$ cat src/rtl/led_counter_display.sv
// rtl/led_counter_display.sv - prescaled hold/up/down/ping-pong counter driving masked LEDs
// and a four-digit multiplexed hex display; all timing via clock-enable ticks on clk.
module led_counter_display #(
  parameter int DIV_MAX   = 4194303,
  parameter int SCAN_MAX  = 65535,
  parameter int CNT_WIDTH = 16,
  parameter int LED_WIDTH = 8
) (
  input  logic                 clk,
  input  logic                 rst,
  input  logic [1:0]           mode,
  input  logic [LED_WIDTH-1:0] Sw,
  output logic [LED_WIDTH-1:0] Led,
  output logic [7:0]           seg,
  output logic [3:0]           an
);

  localparam int PW = $clog2(DIV_MAX + 1);
  localparam int SW = $clog2(SCAN_MAX + 1);

  typedef enum logic [1:0] {
    MODE_HOLD = 2'b00,
    MODE_UP   = 2'b01,
    MODE_DOWN = 2'b10,
    MODE_PING = 2'b11
  } mode_e;

  logic [PW-1:0]        pcnt_q, pcnt_d;
  logic [SW-1:0]        scnt_q, scnt_d;
  logic [CNT_WIDTH-1:0] count_q, count_d;
  logic                 dir_q, dir_d;
  logic [1:0]           dig_q, dig_d;
  logic                 den_q, den_d;
  logic [LED_WIDTH-1:0] led_q, led_d;
  logic [7:0]           seg_q, seg_d;
  logic [3:0]           an_q, an_d;
  logic                 tick, stick;
  logic [15:0]          disp;
  logic [3:0]           nib;

  function automatic logic [6:0] hex_glyph(input logic [3:0] n);
    case (n)
      4'h0: hex_glyph = 7'h40;
      4'h1: hex_glyph = 7'h79;
      4'h2: hex_glyph = 7'h24;
      4'h3: hex_glyph = 7'h30;
      4'h4: hex_glyph = 7'h19;
      4'h5: hex_glyph = 7'h12;
      4'h6: hex_glyph = 7'h02;
      4'h7: hex_glyph = 7'h78;
      4'h8: hex_glyph = 7'h00;
      4'h9: hex_glyph = 7'h10;
      4'hA: hex_glyph = 7'h08;
      4'hB: hex_glyph = 7'h03;
      4'hC: hex_glyph = 7'h46;
      4'hD: hex_glyph = 7'h21;
      4'hE: hex_glyph = 7'h06;
      default: hex_glyph = 7'h0E;
    endcase
  endfunction

  // Narrow counters are zero-extended so the upper digits read as 0.
  if (CNT_WIDTH >= 16) begin : g_disp_wide
    assign disp = count_q[15:0];
  end else begin : g_disp_narrow
    assign disp = {{(16 - CNT_WIDTH){1'b0}}, count_q};
  end

  assign tick  = (pcnt_q == PW'(DIV_MAX));
  assign stick = (scnt_q == SW'(SCAN_MAX));

  always_comb begin
    pcnt_d  = tick  ? '0 : pcnt_q + PW'(1);
    scnt_d  = stick ? '0 : scnt_q + SW'(1);
    count_d = count_q;
    dir_d   = dir_q;
    dig_d   = stick ? dig_q + 2'd1 : dig_q;
    den_d   = den_q | stick;
    if (tick) begin
      case (mode_e'(mode))
        MODE_UP: begin
          dir_d   = 1'b0;
          count_d = count_q + CNT_WIDTH'(1);
        end
        MODE_DOWN: begin
          dir_d   = 1'b1;
          count_d = count_q - CNT_WIDTH'(1);
        end
        MODE_PING: begin
          if (!dir_q) begin
            if (count_q == '1) begin
              count_d = count_q - CNT_WIDTH'(1);
              dir_d   = 1'b1;
            end else begin
              count_d = count_q + CNT_WIDTH'(1);
            end
          end else begin
            if (count_q == '0) begin
              count_d = CNT_WIDTH'(1);
              dir_d   = 1'b0;
            end else begin
              count_d = count_q - CNT_WIDTH'(1);
            end
          end
        end
        default: ;
      endcase
    end
  end

  always_comb begin
    case (dig_q)
      2'd0:    nib = disp[3:0];
      2'd1:    nib = disp[7:4];
      2'd2:    nib = disp[11:8];
      default: nib = disp[15:12];
    endcase
    led_d = count_q[LED_WIDTH-1:0] & Sw;
    an_d  = 4'hF;
    seg_d = 8'hFF;
    if (den_q) begin
      an_d        = ~(4'b0001 << dig_q);
      seg_d[6:0]  = hex_glyph(nib);
      seg_d[7]    = !((dig_q == 2'd0) && dir_q);
    end
  end

  always_ff @(posedge clk or posedge rst) begin
    if (rst) begin
      pcnt_q  <= '0;
      scnt_q  <= '0;
      count_q <= '0;
      dir_q   <= 1'b0;
      dig_q   <= 2'd0;
      den_q   <= 1'b0;
      led_q   <= '0;
      seg_q   <= 8'hFF;
      an_q    <= 4'hF;
    end else begin
      pcnt_q  <= pcnt_d;
      scnt_q  <= scnt_d;
      count_q <= count_d;
      dir_q   <= dir_d;
      dig_q   <= dig_d;
      den_q   <= den_d;
      led_q   <= led_d;
      seg_q   <= seg_d;
      an_q    <= an_d;
    end
  end

  assign Led = led_q;
  assign seg = seg_q;
  assign an  = an_q;

endmodule

$ cat config.mk
export PLATFORM = sky130hd
export DESIGN_NAME = led_counter_display
export DESIGN_NICKNAME = d
export VERILOG_FILES = /design/src/rtl/led_counter_display.sv
export SDC_FILE = /design/constraint.sdc
export NUM_CORES = 1
export LEC_CHECK = 0
export ABC_AREA = 1
export CELL_PAD_IN_SITES_DETAIL_PLACEMENT = 0
export CELL_PAD_IN_SITES_GLOBAL_PLACEMENT = 2
export CORE_MARGIN = 1
export CORE_UTILIZATION = 25
export CTS_CLUSTER_SIZE = 8
export DETAILED_ROUTE_END_ITERATION = 8
export PLACE_DENSITY = 0.67
export SYNTH_ARGS = -nofsm -noshare
export SYNTH_HDL_FRONTEND = slang
export SYNTH_SLANG_ARGS = --single-unit
$ cat constraint.sdc
create_clock -name clk -period 2.8 [get_ports clk]
set_clock_uncertainty 0.05 [all_clocks]
set_input_delay 0.42 -clock clk [delete_from_list [all_inputs] [get_ports clk]]
set_output_delay 0.42 -clock clk [all_outputs]
set_load 0.01 [all_outputs]
======== Yosys cells after proc, flatten, opt, wreduce, memory -nomap -nowiden ========
Memory sizes are Yosys's and may differ from the RTL's.
Index checks and enable logic that the tools add are counted.
word-level totals
  flip-flop bits (word level) ............. 78
  bits in read-only memories .............. 112
  input port bits ......................... 12
  output and inout port bits .............. 20
  logic and storage cells ................. 46
  memories ................................ 1
operators by class
  add/subtract/negate cells ............... 5
  equality and inequality tests ........... 8
  shifts and indexed selects .............. 1
  mux-type cells .......................... 13
  bitwise logic cells ..................... 3
  reductions and logical operators ........ 6
memory list
  name              words  width  read ports  clocked after Yosys merged registers in  write ports  line  text
  (name not given)  16     7      1           0                                        0            42    case (n)
operators by type and width
  operator                                                              number
  16-bit two-way mux                                                    4
  16-bit case mux with 3 select lines                                   1
  16-bit by 1-bit adder with 16-bit output, second input constant       2
  16-bit == test, second input constant                                 2
  22-bit by 1-bit adder with 22-bit output, second input constant       1
  22-bit == test, second input constant                                 1
  22-bit two-way mux                                                    1
  16-bit logical NOT                                                    1
  16-bit by 1-bit subtractor with 16-bit output, second input constant  1
  4-bit case mux with 3 select lines                                    1
  8-bit bitwise AND                                                     1
  8-bit two-way mux                                                     1
  2-bit == test, second input constant                                  3
  2-bit by 1-bit == test with 1-bit output, second input constant       2
  4-bit two-way mux                                                     1
  4-bit inverter                                                        1
  1-bit by 2-bit left shift with 4-bit output, first input constant     1
  1-bit two-way mux                                                     3
  1-bit case mux with 3 select lines                                    1
  3-bit nonzero test                                                    1
  2-bit by 1-bit adder with 2-bit output, second input constant         1
  2-bit logical NOT                                                     1
  2-bit AND reduction                                                   1
  1-bit logical AND                                                     1
  2 further kinds                                                       2

======== Depth between registers and ports, before layout ========
Gate-level depths: netlist of the first run.
  depth after elaboration ................. 4
  gate-level depth with buffers ........... 14
  mapped depth without buffers ............ 13

======== Least setup slack after synthesis of the first run ========
No wires, ideal clock.
  path kind ............................... register -> register
  start point ............................. register dig_q[0]
  end point ............................... register seg_q[3], in the netlist seg[3]
  setup time .............................. 0.091 ns
  arrival time ............................ 1.783 ns
  required time ........................... 2.659 ns
  path slack .............................. 0.877 ns
  stages on the path, launching flop included .. 12
  path buffers ............................ 0
  clock period less this slack ............ 1.923 ns
  cell sequence ........................... dfrtp_1 -> inv_1 -> ha_1 -> nand2_1 -> nand2_1 -> o22ai_1 -> inv_1 -> ha_1 -> nand2_1 -> o21ai_0 -> nand2_1 -> nand3_1
between the ends
  longest elaborated chain between the ends .. 4
  elaborated cells on any way between the ends .. 6
  classes of those cells .................. eq/ne: 2; mux: 2; reduce/logical: 1; memory: 1
ends and longest elaborated chain
  what                                         line  text
  start, declared                              32    logic [1:0] dig_q, dig_d;
  start signal, assigned                       144   dig_q <= dig_d;
  2-bit == test, or another cell as far along  112   case (dig_q)
  4-bit case mux with 3 select lines *         112
  memory 16 x 7 bit *                          n/a
  8-bit two-way mux *                          121   if (den_q) begin
  net seg_d[3]                                 35    logic [7:0] seg_q, seg_d;
  end signal, assigned                         147   seg_q <= seg_d;
  end, declared                                35
Mark *: on every way through the listed nets, which the timed path passes. The rest lies on a longest branch.
A chain may end at the register's enable or synchronous reset.

======== Worst setup path after layout of the first run ========
Same ends and word-level chain as after synthesis.

==> flow_metrics.tcl, run 1 <==
set metrics [dict create \
    regToRegSetupSlack_ns 0.53 \
    num_vias 4242 \
    firstDrtPassIters 4 \
    synth_cell_types 38 \
    synthesis.nets 698 \
    grt_pass1_wl_um 21570 \
    reg2reg_to "seg[3]" \
    ys_seq_elements 78 \
    netlist_area_um2 4938 \
    crit_fanout 7 \
    syn_area_per_cell_um2 7.371 \
    crit_required_ns 3.01 \
    ctsResizeCount 0 \
    drive_gt1_frac 0.08192 \
    critPathLaunchType "flip-flop" \
    cts_tree "built" \
    hold_viol 0 \
    period_needed_ns 2.273 \
    whs_endpoint "pcnt_q[0]" \
    antenna_found_initial 0 \
    drt_iter0_markers 167 \
    synth_edf_count 0 \
    start_util 0.2546 \
    io_buffers 31 \
    drt_wl_total_um 13120 \
    boundaryPins 32 \
    cp-end-kind "flip-flop" \
    hpwl_um 9671 \
    cts.sinks 78 \
    hold_path_class "reg -> reg" \
    core-area_um2 19400 \
    ys.flop_type "dfrtp_1" \
    clk_latency_ns 0.35 \
    slew_headroom 0.6155 \
    cts_setup_buffers 0 \
    synth.top_cell.area_share 0.3344 \
    rows 51 \
    synth_largest_area_cell "dfrtp_1" \
    cts_max_level 3 \
    cp-startpoint "dig_q[0]" \
    hp-start "pcnt_q[0]" \
    maxCapViolations 0 \
    yosysSeqAreaShare 0.3983 \
    p_leak_nw 2.875 \
    grt-ovfl-total 0 \
    ant_nets 0 \
    reg2regPathDepth 11 \
    p_per_area_nw_per_um2 437.5 \
    die_x_um 142.6 \
    synth_area_leaders "dfrtp_1 (33%), nand2_1 (15%), nand3_1 (7.1%)" \
    place_congestion 0.7988 \
    arrival_ns 2.48 \
    via_per_inst 4.360 \
    hold_depth 1 \
    grt_pass1_vias 4110 \
    routedWlPerCell_um 13.49 \
    gr-usage-all-layers 0.1391 \
    clk_pin_slew_ns 0.06 \
    cts_made_buffers 9 \
    vdd_drop_max_mv 0.3014 \
    die_area_um2 20320 \
    period_share 0.8119 \
    path_class "reg -> reg" \
    synth-warning-count 0 \
    setup_violations 0 \
    fin_tns_setup_ns 0 \
    area_growth_pct 18.06 \
    cts-root-buf "clkbuf_16" \
    die_y_um 142.6 \
    drv_slew 0 \
    n_antenna_cell 0 \
    tightest_slew_ns 0.5768 \
    rsz0062_at_grt "false" \
    async_reset_ff_frac 1.000 \
    timing.rr.start "dig_q[0]" \
    drc 0 \
    yosys-top-cells-count "nand2_1 (198), inv_1 (88), nor2_1 (76)" \
    grt_max_degree 79 \
    hold_buffers 0 \
    syn_inst 670 \
    fmax_ghz 0.4399 \
    synthMostInstantiatedCell "nand2_1" \
    final_nets 732 \
    power_w 0.002551 \
    clockBufferDepth 2 \
    status "completed" \
]
-- layer usage --
layer | up-vias | GRT usage | share of wire
li1 | 2176 | - | -
met3 | 12 | 0.03769 | 0.035
met4 | 0 | 0.03905 | 0.015
met5 | - | 0 | 0
met1 | 2000 | 0.1774 | 0.47
met2 | 54 | 0.2294 | 0.48
-- flip-flops by register name, summed over array words and instances (netlist names) --
register and cells:
pcnt_q 22, count_q 16, scnt_q 16, Led 8
seg 8, an 4, dig_q 2, den_q 1
dir_q 1
-- critical path, cell delays in order, from the launching register on --
cell     delay, ns
dfrtp_1       0.43
inv_1         0.09
ha_1          0.27
nand2_1       0.09
nand2_1       0.05
o22ai_1       0.46
inv_1         0.13
ha_1          0.25
nand2_1       0.13
o21ai_0       0.10
nand2_1       0.06
nand3_1       0.07
-- logic make-up (layout without fill, tap and decap cells) --
family | Yosys count | in the layout | share of synthesized area
and+or+nand+nor | 402 | 402 | 0.3669
buffers and inverters | 103 | 141 | 0.09095
DFF | 78 | 78 | 0.3983
AOI/OAI and AO/OA | 36 | 36 | 0.04130
xor gates and xnor gates | 35 | 35 | 0.06207
adders and majority gates | 16 | 16 | 0.04054
-- cells in the final DEF, fill, tap and decap left out, types with 12 or more instances in the layout --
cell type / synthesis / routed
nand4_1: 15 / 15
dfrtp_1: 66 / 66
inv_1: 88 / 87
nor2_1: 76 / 76
nand2_1: 198 / 198
clkdlybuf4s50_1: 0 / 31
o21ai_0: 16 / 16
dfstp_2: 12 / 12
nand3_1: 70 / 70
ha_1: 16 / 16
xor2_1: 31 / 31
-- power by group --
part,internal [W],switching (W),total [W]
registers,0.00114,0.0000148,0.00115
logic,0.0000503,0.0000929,0.000143
clock network,0.000781,0.000476,0.00126
total,0.00197,0.000584,0.00255
-- per-stage QoR --
step | utilization | instance area, um^2 | cells | hold slack (ns) | worst slack (ns)
CTS | 0.3006 | 5831 | 973 | 0.4143 | 0.4954
global route | 0.3006 | 5831 | 973 | 0.4292 | 0.2117
global placement | 0.2848 | 5525 | 958 | 0.3984 | 0.5243
detailed placement | 0.2848 | 5525 | 958 | 0.4063 | 0.5067
finish | 0.3006 | 5831 | 973 | 0.4061 | 0.5267
floorplan | - | 4938 | 670 | 0.3812 | 0.3548
-- area by class of cell --
cell class	instances	area, um^2
clock buffer	12	236.5
tap	265	331.6
sequential	78	1967
timing repair buffer	37	367.9
inverter	89	336.6
fill	2143	13570
clock inverter	3	68.82
multi-input combinational	489	2522
-- worst max-delay path by stage --
stage	endpoint	slack (ns)	cells past startpoint
CTS	seg[3]	0.50	11
global route	seg[3]	0.21	11
floorplan	Led[0]	0.35	1
global placement	seg[3]	0.52	11
detailed placement	seg[3]	0.51	11
finish	seg[3]	0.53	11
Note: power is estimated with default switching activity, not from simulation.
==> run 2, diff against run 1 <==
- PLACE_DENSITY: 0.67 -> 0.69
- clock period: 2.8 -> 1.95 ns (I/O delays scaled with it)
==> flow_metrics.tcl, run 2 (synthesis results as in run 1) <==
set metrics [dict create \
    status "completed" \
    power_w 0.003741 \
    grt_pass1_wl_um 22910 \
    grt-ovfl-total 0 \
    clk_latency_ns 0.35 \
    antenna_found_initial 0 \
    place_congestion 0.8287 \
    cts_tree "built" \
    boundaryPins 32 \
    tightest_slew_ns 0.3959 \
    drv_slew 0 \
    cts_made_buffers 9 \
    area_growth_pct 34.23 \
    io_buffers 31 \
    final_nets 799 \
    crit_path_frequent_cell "nor2_1" \
    path_class "reg -> reg" \
    layout_commonest_cell "nand2_1" \
    place_inst 1010 \
    crit_path_max_incr_delay_ns 0.42 \
    num_vias 4524 \
    cts-root-buf "clkbuf_16" \
    p_leak_nw 3.236 \
    arrival_ns 2.07 \
    hpwl_um 10540 \
    cts_max_level 3 \
    cts.sinks 78 \
    routedWlPerCell_um 13.65 \
    clk_pin_slew_ns 0.07 \
    vdd_drop_max_mv 0.4122 \
    p_per_area_nw_per_um2 564.3 \
    drt_iter0_markers 242 \
    hold_buffers 0 \
    drive_gt1_frac 0.2255 \
    via_per_inst 4.346 \
    crit_fanout 4 \
    largest-register "pcnt_q" \
    fmax_ghz 0.5424 \
    critPathLaunchType "flip-flop" \
    die_x_um 142.6 \
    hold_path_class "in -> async" \
    drt_wl_total_um 14210 \
    rows 51 \
    firstDrtPassIters 4 \
    start_util 0.2546 \
    die_area_um2 20320 \
    slew_headroom 0.7355 \
    fillCellCount 2084 \
    reg.largest.list "pcnt_q x22, count_q x16, scnt_q x16" \
    setup_violations 0 \
    critPathBufInv 1 \
    clockBufferDepth 2 \
    crit_required_ns 2.18 \
    n_antenna_cell 0 \
    grt_max_degree 26 \
    gr-usage-all-layers 0.1480 \
    period_share 0.9454 \
    grt_pass1_vias 4478 \
    period_needed_ns 1.844 \
    path_cells "ha_2, nand2_1, nor2_4, nand4_4, nand2_2, nand2_4, buf_4, a21oi_1, nor2_1, nor2_1" \
    cp_slowest_cell "dfrtp_1" \
    ant_nets 0 \
    mostFrequentLayoutCells "nand2_1 (192), inv_1 (79), nor2_1 (68)" \
    die_y_um 142.6 \
    maxCapViolations 0 \
    core-area_um2 19400 \
    cp-end-kind "flip-flop" \
    fin_cells 1041 \
    drc 0 \
    path_delay_family "simple AND/OR/NAND/NOR gates" \
    largest_reg_flops 22 \
    hold_viol 0 \
]
## run 2: what timing repair did
action,in CTS,in global routing
gates cloned,0,1
gates resized for setup,4,66
pin swaps,0,7
buffers inserted,1,13
endpoints found under the setup margin,10,38
## run 2: path summary, 6_finish.rpt
kind                            slack [ns]           to  depth (start not counted)  startpoint
worst max-delay path                  0.11  count_q[12]                         10  count_q[1]
worst min-delay path                  0.23   pcnt_q[21]                          2         rst
worst max register to register        0.11  count_q[12]                         10  count_q[1]
worst min register to register        0.41    scnt_q[0]                          1   scnt_q[0]
max in group asynchronous             1.09       seg[6]                          3         rst
min in group clk                      0.41    scnt_q[0]                          1   scnt_q[0]
## run 2: metrics by stage
step	worst slack, ns	hold slack (ns)	instance area [um^2]	setup TNS [ns]	utilization
final	0.1064	0.2332	6629	0	0.3417
after CTS	0.0008118	0.2298	6296	0	0.3246
after floorplan	0.02695	0.3464	4942	0	-
after global placement	-0.004002	0.4018	5968	-0.004002	0.3077
after detailed placement	-0.04553	0.4101	5968	-0.1042	0.3077
after global routing	-0.009365	0.2542	6629	-0.02011	0.3417
## run 2: cell type report
cell class	count	area, um^2	share of cell area
Clock buffer	9	225.2	0.03398
Clock inverter	7	81.33	0.01227
Inverter	89	347.8	0.05247
Multi-Input combinational cell	490	2751	0.4151
Sequential cell	78	1974	0.2978
Tap cell	265	331.6	0.05002
Timing Repair Buffer	103	917.1	0.1384
## run 2: layer usage
layer | global-route usage | wire length [um] | vias to the layer above | share of wire
met5 | 0 | 0 | - | 0
met1 | 0.1987 | 6887 | 2123 | 0.48
met3 | 0.02086 | 392 | 20 | 0.028
met2 | 0.2386 | 6665 | 67 | 0.47
li1 | - | - | 2314 | -
met4 | 0.05942 | 262 | 0 | 0.018
## run 2: report_power, final
group / internal, W / switching [W]
logic: 0.000123 / 0.000167
clock network: 0.00101 / 0.000791
registers: 0.00163 / 0.0000157
==> run 3, diff against run 2 <==
- CAP_MARGIN: default -> 20
- CORE_ASPECT_RATIO: default -> 0.8
- CORE_UTILIZATION: 25 -> 31
- PLACE_DENSITY: 0.69 -> 0.82
==> flow_metrics.tcl, run 3 (synthesis results as in run 1) <==
set metrics [dict create \
    drc 0 \
    critPathLaunchType "flip-flop" \
    cts-root-buf "clkbuf_16" \
    area_growth_pct 33.19 \
    critPathBufInv 2 \
    clockBufferDepth 2 \
    firstDrtPassIters 5 \
    hold_viol 0 \
    seq_area_um2 1971 \
    layout_commonest_cell "nand2_1" \
    fin_area_um2 6578 \
    antenna_found_initial 0 \
    final_nets 801 \
    grt_pass1_vias 4406 \
    hpwl_um 9774 \
    cts_max_level 3 \
    ant_nets 0 \
    setup_violations 0 \
    io_buffers 31 \
    n_antenna_cell 0 \
    mostFrequentLayoutCells "nand2_1 (190), inv_1 (78), buf_4 (68)" \
    maxCapViolations 0 \
    cts.sinks 78 \
    start_util 0.3235 \
    drt_wl_total_um 13290 \
    crit_path_max_incr_delay_ns 0.37 \
    drive_gt1_frac 0.2301 \
    period_needed_ns 1.870 \
    routedWlPerCell_um 13.45 \
    clk_latency_ns 0.34 \
    cp_slowest_cell "dfrtp_1" \
    die_x_um 143.1 \
    grt_pass1_wl_um 21840 \
    p_per_area_nw_per_um2 572.4 \
    p_leak_nw 3.249 \
    path_delay_family "simple AND/OR/NAND/NOR gates" \
    grt-ovfl-total 0 \
    largest-register "pcnt_q" \
    fmax_ghz 0.5349 \
    num_vias 4585 \
    cp-end-kind "flip-flop" \
    crit_required_ns 2.15 \
    path_class "reg -> reg" \
    die_area_um2 16440 \
    drt_iter0_markers 281 \
    slew_headroom 0.6894 \
    clk_pin_slew_ns 0.07 \
    fin_tns_setup_ns 0 \
    reg.largest.list "pcnt_q x22, count_q x16, scnt_q x16" \
    power_w 0.003765 \
    path_cells "ha_2, nand2_2, nor2_4, nand3_4, nor2_4, nand3b_4, nor2_4, buf_12, clkbuf_16, nand2_1, o21ai_0" \
    boundaryPins 32 \
    multiInputGateArea_um2 2734 \
    fin_util 0.4309 \
    fillCellCount 1546 \
    crit_fanout 7 \
    place_congestion 0.8480 \
    status "completed" \
    post_dp_cell_area_um2 5879 \
    via_per_inst 4.641 \
    arrival_ns 2.07 \
    hold_path_class "in -> async" \
    grt_max_degree 34 \
    drv_slew 0 \
    crit_path_frequent_cell "nor2_4" \
    cts_made_buffers 9 \
    rows 40 \
    rsz0062_at_grt "true" \
    cts_tree "built" \
    die_y_um 114.9 \
    vdd_drop_max_mv 0.4275 \
    gr-usage-all-layers 0.1705 \
    largest_reg_flops 22 \
    tightest_slew_ns 0.4650 \
    period_share 0.9588 \
    core-area_um2 15260 \
]
[run 3: through the flow]
stage | hold slack (ns) | setup slack [ns] | cells
6_report | 0.2740 | 0.08038 | 988
5_1_grt | 0.3018 | -0.03026 | 988
4_1_cts | 0.2814 | 0.005176 | 972
3_5_place_dp | 0.3979 | -0.2110 | 954
3_3_place_gp | 0.3928 | -0.09749 | 954
2_1_floorplan | 0.3464 | 0.02695 | 670
[run 3: area by class of cell]
class	instances	share of cell area
flip-flops and latches	78	0.2996
clock inverters	6	0.01427
repair buffers	105	0.1438
multi-input cells	490	0.4156
inverters	89	0.05193
clock buffers	10	0.03481
well taps	210	0.03995
[run 3: worst register-to-register path: stages (launching register included)]
cell	delay (ns)
dfrtp_1	0.37
ha_2	0.20
nand2_2	0.08
nor2_4	0.17
nand3_4	0.12
nor2_4	0.15
nand3b_4	0.12
nor2_4	0.16
buf_12	0.12
clkbuf_16	0.14
nand2_1	0.04
o21ai_0	0.08
[run 3: final timing paths]
| check | depth (start not counted) | start | endpoint | slack, ns |
|---|---|---|---|---|
| worst max-delay path | 11 | pcnt_q[0] | dir_q | 0.08 |
| worst min register to register | 1 | pcnt_q[0] | pcnt_q[0] | 0.43 |
| min in group clk | 3 | Sw[3] | Led[3] | 0.42 |
| worst max register to register | 11 | pcnt_q[0] | dir_q | 0.08 |
| max in group asynchronous | 3 | rst | seg[1] | 1.00 |
| worst min-delay path | 2 | rst | scnt_q[0] | 0.27 |
[run 3: layer usage]
metal | track usage | part of all wire | vias up | routed length [um]
li1 | - | - | 2324 | -
met1 | 0.2368 | 0.51 | 2161 | 6785
met2 | 0.2693 | 0.44 | 91 | 5863
met3 | 0.03332 | 0.038 | 9 | 510
met4 | 0.04731 | 0.0094 | 0 | 125
met5 | 0 | 0 | - | 0
[run 3: repair_timing]
action / in CTS / in global routing
endpoints found under the setup margin: 8 / 29
pin swaps: 1 / 19
gates resized for setup: 4 / 59
gates cloned: 0 / 2
buffers inserted: 2 / 14
hold buffers: 0 / 0
[run 3: report_power, final]
group | internal (W) | leakage, nW | total [W] | switching [W]
combinational | 0.000107 | 2.11 | 0.000269 | 0.000162
clock | 0.00113 | 0.153 | 0.00185 | 0.000718
sequential | 0.00163 | 0.988 | 0.00165 | 0.0000145
